==> src/rtl/siaminer_pkg.sv <==
// Shared framing constants, state types and command decode for the siaminer command router.
package siaminer_pkg;

    localparam logic [7:0] HDR_RX        = 8'hAA;
    localparam logic [7:0] HDR_TX        = 8'h55;
    localparam logic [7:0] CMD_WORK      = 8'h00;
    localparam logic [7:0] CMD_LOOP      = 8'h01;
    localparam logic [7:0] CMD_WORK_CORE = 8'h10;
    localparam logic [7:0] RSP_NONCE     = 8'h00;
    localparam logic [7:0] NONCE_RSP_LEN = 8'd5;
    localparam int         CORE_W        = 4;

    typedef enum logic [2:0] {RX_IDLE, RX_CMD, RX_LEN, RX_DATA, RX_DONE} rx_state_t;
    typedef enum logic [2:0] {TX_IDLE, TX_HDR, TX_CMD, TX_LEN, TX_DATA} tx_state_t;
    typedef enum logic [1:0] {K_WORK_ALL, K_WORK_CORE, K_LOOP, K_BAD} frame_kind_t;

    function automatic frame_kind_t decode_cmd(input logic [7:0] cmd, input int ncores);
        if (cmd == CMD_WORK) return K_WORK_ALL;
        if (cmd == CMD_LOOP) return K_LOOP;
        if (cmd[7:4] == CMD_WORK_CORE[7:4] && int'(cmd[3:0]) < ncores) return K_WORK_CORE;
        return K_BAD;
    endfunction

    function automatic int wrap_idx(input int a, input int n);
        return (a >= n) ? a - n : a;
    endfunction

endpackage

==> src/rtl/siaminer_tx_framer.sv <==
// Response framer: picks loop echo or a pending nonce slot and serialises it as a 0x55 frame.
//  state   | meaning
//  TX_IDLE | arbitrate: loop echo first, else round-robin over pending nonce slots
//  TX_HDR  | presenting 0x55 header
//  TX_CMD  | presenting response command (0x01 loop / 0x00 nonce)
//  TX_LEN  | presenting payload length
//  TX_DATA | presenting payload bytes, back to idle after the last one
module siaminer_tx_framer
    import siaminer_pkg::*;
#(
    parameter int NCORES     = 4,
    parameter int LOOP_DEPTH = 8
) (
    input  logic                    clk,
    input  logic                    rst,
    input  logic                    tx_ready,
    output logic                    tx_valid,
    output logic [7:0]              tx_byte,
    input  logic                    loop_pending,
    input  logic [7:0]              loop_len,
    input  logic [LOOP_DEPTH*8-1:0] loop_data,
    input  logic [NCORES-1:0]       nonce_pending,
    input  logic [NCORES*32-1:0]    nonce_slots,
    output logic                    loop_take,
    output logic [NCORES-1:0]       nonce_clr,
    output logic                    loop_active
);

    tx_state_t             state;
    logic                  sel_loop;
    logic [7:0]            len_q;
    logic [7:0]            idx;
    logic [7:0]            rem;
    logic [31:0]           nonce_q;
    logic [CORE_W-1:0]     id_q;
    logic [CORE_W-1:0]     last_core;
    logic [CORE_W-1:0]     rr_pick;
    logic                  rr_hit;
    logic [NCORES-1:0]     pend_sh;
    logic [NCORES*32-1:0]  nonce_sel;
    logic [7:0]            rd_idx;
    logic [7:0]            rd_byte;
    logic [LOOP_DEPTH*8-1:0] loop_sh;
    logic [31:0]           nonce_sh;

    // Scan downwards so the core nearest after last_core is the one that sticks.
    always_comb begin
        rr_pick = '0;
        rr_hit  = 1'b0;
        pend_sh = '0;
        for (int k = NCORES; k >= 1; k--) begin
            pend_sh = nonce_pending >> wrap_idx(int'(last_core) + k, NCORES);
            if (pend_sh[0]) begin
                rr_pick = CORE_W'(wrap_idx(int'(last_core) + k, NCORES));
                rr_hit  = 1'b1;
            end
        end
    end

    assign nonce_sel   = nonce_slots >> {rr_pick, 5'b00000};
    assign loop_take   = (state == TX_IDLE) && loop_pending;
    assign nonce_clr   = (state == TX_IDLE && !loop_pending && rr_hit) ? (NCORES'(1) << rr_pick) : '0;
    assign loop_active = (state != TX_IDLE) && sel_loop;

    always_comb begin
        rd_idx   = (state == TX_DATA) ? idx + 8'd1 : 8'd0;
        loop_sh  = loop_data >> {rd_idx, 3'b000};
        nonce_sh = nonce_q >> {rd_idx, 3'b000};
        if (sel_loop)
            rd_byte = loop_sh[7:0];
        else if (rd_idx < 8'd4)
            rd_byte = nonce_sh[7:0];
        else
            rd_byte = {{(8-CORE_W){1'b0}}, id_q};
    end

    always_ff @(posedge clk or posedge rst) begin
        if (rst) begin
            state     <= TX_IDLE;
            tx_valid  <= 1'b0;
            tx_byte   <= 8'h00;
            sel_loop  <= 1'b0;
            len_q     <= 8'h00;
            idx       <= 8'h00;
            rem       <= 8'h00;
            nonce_q   <= 32'h0;
            id_q      <= '0;
            last_core <= CORE_W'(NCORES - 1);
        end else begin
            case (state)
                TX_IDLE: begin
                    if (loop_pending || rr_hit) begin
                        sel_loop <= loop_pending;
                        len_q    <= loop_pending ? loop_len : NONCE_RSP_LEN;
                        if (!loop_pending) begin
                            nonce_q   <= nonce_sel[31:0];
                            id_q      <= rr_pick;
                            last_core <= rr_pick;
                        end
                        tx_valid <= 1'b1;
                        tx_byte  <= HDR_TX;
                        state    <= TX_HDR;
                    end
                end
                TX_HDR: if (tx_ready) begin
                    tx_byte <= sel_loop ? CMD_LOOP : RSP_NONCE;
                    state   <= TX_CMD;
                end
                TX_CMD: if (tx_ready) begin
                    tx_byte <= len_q;
                    state   <= TX_LEN;
                end
                TX_LEN: if (tx_ready) begin
                    tx_byte <= rd_byte;
                    idx     <= 8'h00;
                    rem     <= len_q;
                    state   <= TX_DATA;
                end
                TX_DATA: if (tx_ready) begin
                    if (rem == 8'd1) begin
                        tx_valid <= 1'b0;
                        tx_byte  <= 8'h00;
                        state    <= TX_IDLE;
                    end else begin
                        tx_byte <= rd_byte;
                        idx     <= idx + 8'd1;
                        rem     <= rem - 8'd1;
                    end
                end
                default: state <= TX_IDLE;
            endcase
        end
    end

endmodule

==> src/rtl/siaminer_cmd_router.sv <==
// Multi-core UART command router: decodes 0xAA host frames, dispatches work, captures nonces.
// Optional RX_TIMEOUT_EN aborts a frame after TIMEOUT_CYC cycles without a received byte.
//  state   | meaning
//  RX_IDLE | hunting for 0xAA, everything else dropped
//  RX_CMD  | next byte is the command
//  RX_LEN  | next byte is the payload length; frame validity decided here
//  RX_DATA | consuming payload bytes
//  RX_DONE | one cycle: issue work_valid / queue loop echo / late error
module siaminer_cmd_router
    import siaminer_pkg::*;
#(
    parameter int NCORES      = 4,
    parameter int WORK_BYTES  = 88,
    parameter int LOOP_DEPTH  = 8,
    parameter int TIMEOUT_CYC = 100000
) (
    input  logic                    clk,
    input  logic                    rst,
    input  logic                    rx_valid,
    input  logic [7:0]              rx_byte,
    input  logic                    tx_ready,
    output logic                    tx_valid,
    output logic [7:0]              tx_byte,
    output logic [NCORES-1:0]       work_valid,
    output logic [WORK_BYTES*8-1:0] work_data,
    input  logic [NCORES-1:0]       core_found,
    input  logic [NCORES*32-1:0]    core_nonce,
    output logic [NCORES-1:0]       found_ack,
    output logic                    err_frame
);

    rx_state_t               rx_state;
    frame_kind_t             kind;
    logic [CORE_W-1:0]       core_sel;
    logic [7:0]              len_q;
    logic [7:0]              rem;
    logic [7:0]              wr_idx;
    logic                    discard;
    logic                    late_err;
    logic                    loop_pending;
    logic [7:0]              loop_len;
    logic [LOOP_DEPTH*8-1:0] loop_buf;
    logic [NCORES-1:0]       pending;
    logic [NCORES*32-1:0]    slots;
    logic                    loop_take;
    logic [NCORES-1:0]       nonce_clr;
    logic                    loop_active;
    logic                    loop_busy;
    logic                    to_fire;

    assign wr_idx    = len_q - rem;
    assign loop_busy = loop_pending || loop_active;

`ifdef RX_TIMEOUT_EN
    logic [31:0] to_cnt;

    assign to_fire = (rx_state != RX_IDLE) && (rx_state != RX_DONE) && !rx_valid && (to_cnt == 32'd0);

    always_ff @(posedge clk or posedge rst) begin
        if (rst)
            to_cnt <= 32'(TIMEOUT_CYC - 1);
        else if (rx_valid)
            to_cnt <= 32'(TIMEOUT_CYC - 1);
        else if (rx_state != RX_IDLE && to_cnt != 32'd0)
            to_cnt <= to_cnt - 32'd1;
    end
`else
    assign to_fire = 1'b0;
`endif

    always_ff @(posedge clk or posedge rst) begin
        if (rst) begin
            rx_state     <= RX_IDLE;
            kind         <= K_BAD;
            core_sel     <= '0;
            len_q        <= 8'h00;
            rem          <= 8'h00;
            discard      <= 1'b0;
            late_err     <= 1'b0;
            loop_pending <= 1'b0;
            loop_len     <= 8'h00;
            loop_buf     <= '0;
            work_valid   <= '0;
            work_data    <= '0;
            err_frame    <= 1'b0;
        end else begin
            work_valid <= '0;
            err_frame  <= 1'b0;
            if (loop_take)
                loop_pending <= 1'b0;
            if (to_fire) begin
                rx_state  <= RX_IDLE;
                err_frame <= 1'b1;
            end else begin
                case (rx_state)
                    RX_IDLE: if (rx_valid && rx_byte == HDR_RX) rx_state <= RX_CMD;
                    RX_CMD: if (rx_valid) begin
                        kind     <= decode_cmd(rx_byte, NCORES);
                        core_sel <= rx_byte[CORE_W-1:0];
                        rx_state <= RX_LEN;
                    end
                    RX_LEN: if (rx_valid) begin
                        len_q    <= rx_byte;
                        rem      <= rx_byte;
                        discard  <= 1'b0;
                        late_err <= 1'b0;
                        case (kind)
                            K_WORK_ALL, K_WORK_CORE: begin
                                if (int'(rx_byte) != WORK_BYTES) begin
                                    discard   <= 1'b1;
                                    err_frame <= 1'b1;
                                end
                            end
                            K_LOOP: begin
                                if (rx_byte == 8'd0 || int'(rx_byte) > LOOP_DEPTH) begin
                                    discard   <= 1'b1;
                                    err_frame <= 1'b1;
                                end else if (loop_busy) begin
                                    discard  <= 1'b1;
                                    late_err <= 1'b1;
                                end
                            end
                            default: begin
                                discard  <= 1'b1;
                                late_err <= 1'b1;
                            end
                        endcase
                        rx_state <= (rx_byte == 8'd0) ? RX_DONE : RX_DATA;
                    end
                    RX_DATA: if (rx_valid) begin
                        if (!discard && kind != K_LOOP) begin
                            for (int k = 0; k < WORK_BYTES; k++)
                                if (wr_idx == 8'(k)) work_data[8*k +: 8] <= rx_byte;
                        end
                        if (!discard && kind == K_LOOP) begin
                            for (int k = 0; k < LOOP_DEPTH; k++)
                                if (wr_idx == 8'(k)) loop_buf[8*k +: 8] <= rx_byte;
                        end
                        rem <= rem - 8'd1;
                        if (rem == 8'd1) rx_state <= RX_DONE;
                    end
                    RX_DONE: begin
                        if (!discard) begin
                            case (kind)
                                K_WORK_ALL:  work_valid <= '1;
                                K_WORK_CORE: work_valid <= NCORES'(1) << core_sel;
                                K_LOOP: begin
                                    loop_pending <= 1'b1;
                                    loop_len     <= len_q;
                                end
                                default: ;
                            endcase
                        end
                        if (late_err) err_frame <= 1'b1;
                        rx_state <= (rx_valid && rx_byte == HDR_RX) ? RX_CMD : RX_IDLE;
                    end
                    default: rx_state <= RX_IDLE;
                endcase
            end
        end
    end

    // A found strobe coinciding with the framer's clear keeps the slot pending: newest nonce wins.
    always_ff @(posedge clk or posedge rst) begin
        if (rst) begin
            pending   <= '0;
            slots     <= '0;
            found_ack <= '0;
        end else begin
            found_ack <= core_found;
            pending   <= (pending & ~nonce_clr) | core_found;
            for (int i = 0; i < NCORES; i++)
                if (core_found[i]) slots[32*i +: 32] <= core_nonce[32*i +: 32];
        end
    end

    siaminer_tx_framer #(
        .NCORES     (NCORES),
        .LOOP_DEPTH (LOOP_DEPTH)
    ) u_tx_framer (
        .clk           (clk),
        .rst           (rst),
        .tx_ready      (tx_ready),
        .tx_valid      (tx_valid),
        .tx_byte       (tx_byte),
        .loop_pending  (loop_pending),
        .loop_len      (loop_len),
        .loop_data     (loop_buf),
        .nonce_pending (pending),
        .nonce_slots   (slots),
        .loop_take     (loop_take),
        .nonce_clr     (nonce_clr),
        .loop_active   (loop_active)
    );

endmodule

==> config.mk <==
export PLATFORM = sky130hd
export DESIGN_NAME = siaminer_cmd_router
export DESIGN_NICKNAME = d
export VERILOG_FILES = /design/src/rtl/siaminer_pkg.sv /design/src/rtl/siaminer_tx_framer.sv /design/src/rtl/siaminer_cmd_router.sv
export SDC_FILE = /design/constraint.sdc
export NUM_CORES = 2
export LEC_CHECK = 0
export ABC_AREA = 1
export CORE_AREA = 8 8 331 333
export CTS_CLUSTER_DIAMETER = 150
export DETAILED_ROUTE_END_ITERATION = 7
export DIE_AREA = 0 0 339 341
export PLACE_DENSITY_LB_ADDON = 0.15
export SLEW_MARGIN = 10
export SYNTH_ARGS = -nofsm -noshare
export SYNTH_HDL_FRONTEND = slang
export SYNTH_SLANG_ARGS = --single-unit
==> constraint.sdc <==
create_clock -name clk -period 83.3 [get_ports clk]
set_input_delay 24.99 -clock clk [delete_from_list [all_inputs] [get_ports clk]]
set_output_delay 24.99 -clock clk [all_outputs]
set_load 0.01 [all_outputs]
* Word-level counts from Yosys, hierarchy flattened
Cells that the tools add are included.
Word-level totals: register bits 1022, output and inout bits 722
Operators by class: add/sub/neg operators 12, magnitude comparators 7, eq/ne operators 116, shift-type cells 9, muxes and demuxes 90, bitwise logic cells 5, reduce and logical (&&, ||, !) cells 131
Operator list (number):
- $reduce_and A4 Y1 | 98
- $eq A8 B6 Y1 const B | 32
- $eq A8 B7 Y1 const B | 24
- $mux W8 | 17
- $eq A8 B5 Y1 const B | 16
- $ge A32 B4 Y1 const B | 4
- $mux W32 | 4
- $shr A128 B9 Y32 | 1
- $shr A4 B32 Y1 | 4
- $sub A32 B4 Y32 const B | 4
- $eq A8 B4 Y1 const B | 8
- $shr A64 B11 Y8 | 1
- $pmux W8 S2 | 3
- $pmux W8 S5 | 1
- $mux W3 | 12
- $eq A8 B1 Y1 const B | 4
- $eq A8 B3 Y1 const B | 4
- $mux W1 | 32
- $shr A32 B11 Y8 | 1
- $pmux W3 S5 | 2
- $mux W4 | 7
- $ne A2 B2 Y1 const B | 13
- $eq A8 B2 Y1 const B | 2
- $logic_not A8 Y1 | 2
- 38 further kinds | 74

* Depth between registers and ports, before layout
depth in word-level cells 14, depth in mapped cells 24, gate-level depth less buffers 22

* Hierarchy
A second synthesis with hierarchy kept.
Second synthesis, totals: cells, all modules 4696, area total of the unflattened synthesis 42208.0 um2
Modules (own cells, without submodules):
- siaminer_cmd_router | times used 1, cells each 3596, area each 35512.8 um2, seq. area each 23650.2 um2
- siaminer_tx_framer | times used 1, cells each 1100, area each 6695.2 um2, seq. area each 1879.3 um2

* Worst setup path after synthesis
OpenSTA, ideal clock, no wires.
path kind input to register, start point input port rx_valid, end point register work_data[264], setup time 0.119 ns, arrival 26.457 ns, setup slack 56.725 ns, stages 11, buffers on the path 1, cell sequence inv_1 -> nor3_2 -> inv_2 -> nor2_1 -> inv_2 -> nor2_2 -> inv_2 -> nor2_4 -> buf_2 -> nand2_1 -> o21a_1
Between the ends: longest elaborated chain between the ends 1
RTL lines:
- from (decl) | RTL line siaminer_cmd_router.sv:19 | input logic rx_valid,
- $reduce_and A4 Y1 (no source line)
- to (signal, indexed assignment) | RTL line siaminer_cmd_router.sv:133 | if (wr_idx == 8'(k)) work_data[8*k +: 8] <= rx_byte;
- to (decl) | RTL line siaminer_cmd_router.sv:25 | output logic [WORK_BYTES*8-1:0] work_data,
Every way passes these cells. A chain may end at the register's enable or synchronous reset.

==> results.py <==
metrics = {
    "status": {
        "outcome": "complete, no violations",
    },
    "global_routing": {
        "grt_pass1_wl_mm": 240,
        "grt_usage": 0.271,
        "antenna_found_initial": 16,
        "overflow": 0,
        "grt_pass1_vias": 35700,
        "grt_max_degree": 116,
    },
    "routing": {
        "drtAntennaViolNets": 0,
        "wl_per_cell_um": 22.5,
        "routed_via_density": 5.10,
        "drtIter0Drc": 2630,
        "drc_errors": 0,
        "vias": 36400,
        "drt-total-wl_mm": 161,
        "drt_pass1_iterations": 6,
    },
    "clocking": {
        "postCtsHoldBufs": 0,
        "post_cts_buffers": 0,
        "cts_buffer_depth": 3,
        "cts_inserted_buffers": 110,
        "cts_root_buf": "clkbuf_16",
        "cts.repair.resized": 0,
        "cts.clk_slew.worst_paths_ns": 0.06,
        "cts.sinks": 1020,
        "htreeDepth": 3,
        "clock_latency_ns": 0.69,
        "cts_tree": "done",
    },
    "critical_path": {
        "worst-path-buf-inv": 6,
        "crit_cells": 6,
        "worstPathMaxFanout": 115,
        "cpMaxStageDelayCell": "buf_4",
        "r2r.worst_path.cells": 21,
        "required_ns": 83.97,
        "arrival_ns": 29.60,
        "setup.worst_path.class": "input pin to asynchronous set/reset pin",
        "path_cells": "clkdlybuf4s50_1 > inv_8 > buf_4 > buf_4 > buf_4 > buf_4",
        "timing.critical_path.mode_cell": "buf_4",
        "start_kind": "input pin",
        "cp_top_family": "buffers and inverters",
        "slowest_delay_ns": 0.88,
        "critPathCaptureType": "asynchronous set/reset pin",
    },
    "floorplanning": {
        "die_height_um": 341,
        "io_pins": 866,
        "start_util": 0.414,
        "rows": 119,
        "die_w_um": 339,
        "core_area_um2": 104000,
        "fp.dieArea_um2": 116000,
    },
    "logic_synthesis": {
        "synth-seq-cells": 1020,
        "ys_types": 50,
        "syn_avg_cell_area_um2": 8.85,
        "netlist.area_leader.share": 0.588,
        "synth_edf_count": 0,
        "synth-main-ff-cell": "dfrtp_1",
        "syn-num-nets": 5064,
        "yosys_warnings": 0,
        "netlist_instances": 4886,
        "ys_seq_area_frac": 0.590,
        "async_reset_ff_frac": 1.00,
        "synth.area.top_cells": "dfrtp_1 (59%), nand2_1 (18%), o21ai_0 (4.8%), o21a_1 (3.1%), nand3_1 (3.0%)",
        "yosysTopAreaCell": "dfrtp_1",
        "synth_area_um2": 43300,
    },
    "sta": {
        "fin_tns_setup_ns": 0,
        "fin_skew_ns": 0.0192,
        "post-route-min-period_ns": 28.93,
        "maxSlewHeadroom": 0.229,
        "setup_viol": 0,
        "clock.fmax_mhz": 34.6,
        "finalCritPeriodShare": 0.347,
        "hold_viol": 0,
        "rsz0062_at_grt": "no",
        "tightest_slew_ns": 1.15,
        "slew_violations": 0,
    },
    "flow_run": {
        "drv_cap": 0,
    },
    "place": {
        "port_buffers": 865,
        "routabilityCongestion": 0.857,
        "dp_hpwl_mm": 112,
    },
    "cells_and_area": {
        "areaGrowthSynthToFinish_pct": 30.4,
        "nets": 5832,
        "layout_commonest_cell": "nand2_1",
        "final_cell_mix": "nand2_1 (2094), dfrtp_1 (1016), clkdlybuf4s50_1 (856)",
        "drive_gt1_frac": 0.0717,
        "utilization": 0.540,
    },
    "worst_hold_path": {
        "min_delay_path_depth": 2,
        "hold_class": "register to register",
    },
    "power": {
        "total_power_mw": 1.57,
        "powerDensity_nw_per_um2": 27.9,
        "leakage_nw": 26.4,
        "vdd_drop_max_mv": 0.0593,
    },
}
==> power by group <==
part,leakage [nW],internal (mW),switching [mW]
registers,13.3,0.544,0.0315
clock network,1.76,0.287,0.204
logic,11.3,0.153,0.354
total,26.4,0.984,0.590
==> final timing paths <==
path | from | end | slack, ns
max in group clk | rx_valid | work_data[410] | 56.15
max | rst | work_data[0] | 54.37
min reg2reg | work_data[540] | work_data[540] | 0.47
min in group asynchronous | rst | work_data[283] | 24.85
max reg2reg | u_tx_framer.last_core[0] | u_tx_framer.nonce_q[14] | 78.79
min | work_data[540] | work_data[540] | 0.47
==> routing by layer <==
| metal | global-route usage | share of wire |
|---|---|---|
| met5 | 0 | 0.00032 |
| met4 | 0.103 | 0.040 |
| met3 | 0.0774 | 0.082 |
| met2 | 0.434 | 0.46 |
| met1 | 0.348 | 0.42 |
==> synth_stat cells, drive strengths merged (2+ instances only) <==
cell type / number
a211oi: 2
a21boi: 2
a21oi: 39
a31o: 2
a31oi: 6
buf: 97
clkbuf: 158
clkinv: 8
dfrtp: 1016
dfstp: 4
ha: 33
inv: 211
mux2: 3
nand2: 2141
nand3: 261
nand3b: 3
nand4: 13
nor2: 173
nor3: 10
nor4: 2
o211ai: 13
o21a: 178
o21ai: 489
o22ai: 2
or2: 4
xnor2: 2
xor2: 7
==> tightest hold or removal path, stage by stage, from the launching register on <==
cell and delay (ns):
dfrtp_1 0.34, nand2_1 0.05, nand2_1 0.04
==> kinds of logic (layout without fill, tap and decap cells) <==
family                   after synthesis  count (layout)  share of synthesized area
AND/OR/NAND/NOR                     2609            2609                      0.252
XOR/XNOR                               9               9                    0.00200
flip-flops                          1020            1020                      0.590
adder cells (fa/ha/maj)               34              34                     0.0100
buffers and inverters                474            1324                     0.0474
multiplexers                           3               3                   0.000781
other                                  0              11                          0
AO/OA/AOI/OAI                        737             737                     0.0973
==> sequential cells by signal, indices dropped and copies added, names as in the netlist, 4 cells and up <==
signal / cells
core_sel: 4
found_ack: 4
len_q: 8
loop_buf: 64
loop_len: 8
pending: 4
rem: 8
slots: 128
u_tx_framer.idx: 8
u_tx_framer.last_core: 4
u_tx_framer.len_q: 8
u_tx_framer.nonce_q: 32
u_tx_framer.rem: 8
u_tx_framer.tx_byte: 8
work_data: 704
work_valid: 4
==> layout make-up <==
type                            instances  area, um^2
Fill cell                            9555       48000
Sequential cell                      1020       25500
Multi-Input combinational cell       3392       15700
Timing Repair Buffer                  911        8960
Clock buffer                          165        3260
Tap cell                             1391        1740
Inverter                              219         830
Clock inverter                         29         337
Antenna cell                           11        27.5
==> per-stage QoR <==
step                      instance area (um^2)  worst slack, ns  cells  hold WS, ns
final                                    56400            54.37   7138        0.470
after detailed placement                 52800            53.44   6933        0.457
after global placement                   52800            53.48   6933        0.453
after global routing                     56400            53.68   7136        0.478
after CTS                                56400            54.21   7127        0.472
after floorplan                          43300            29.61   4886        0.441
Power figures use the tool's default switching activity.
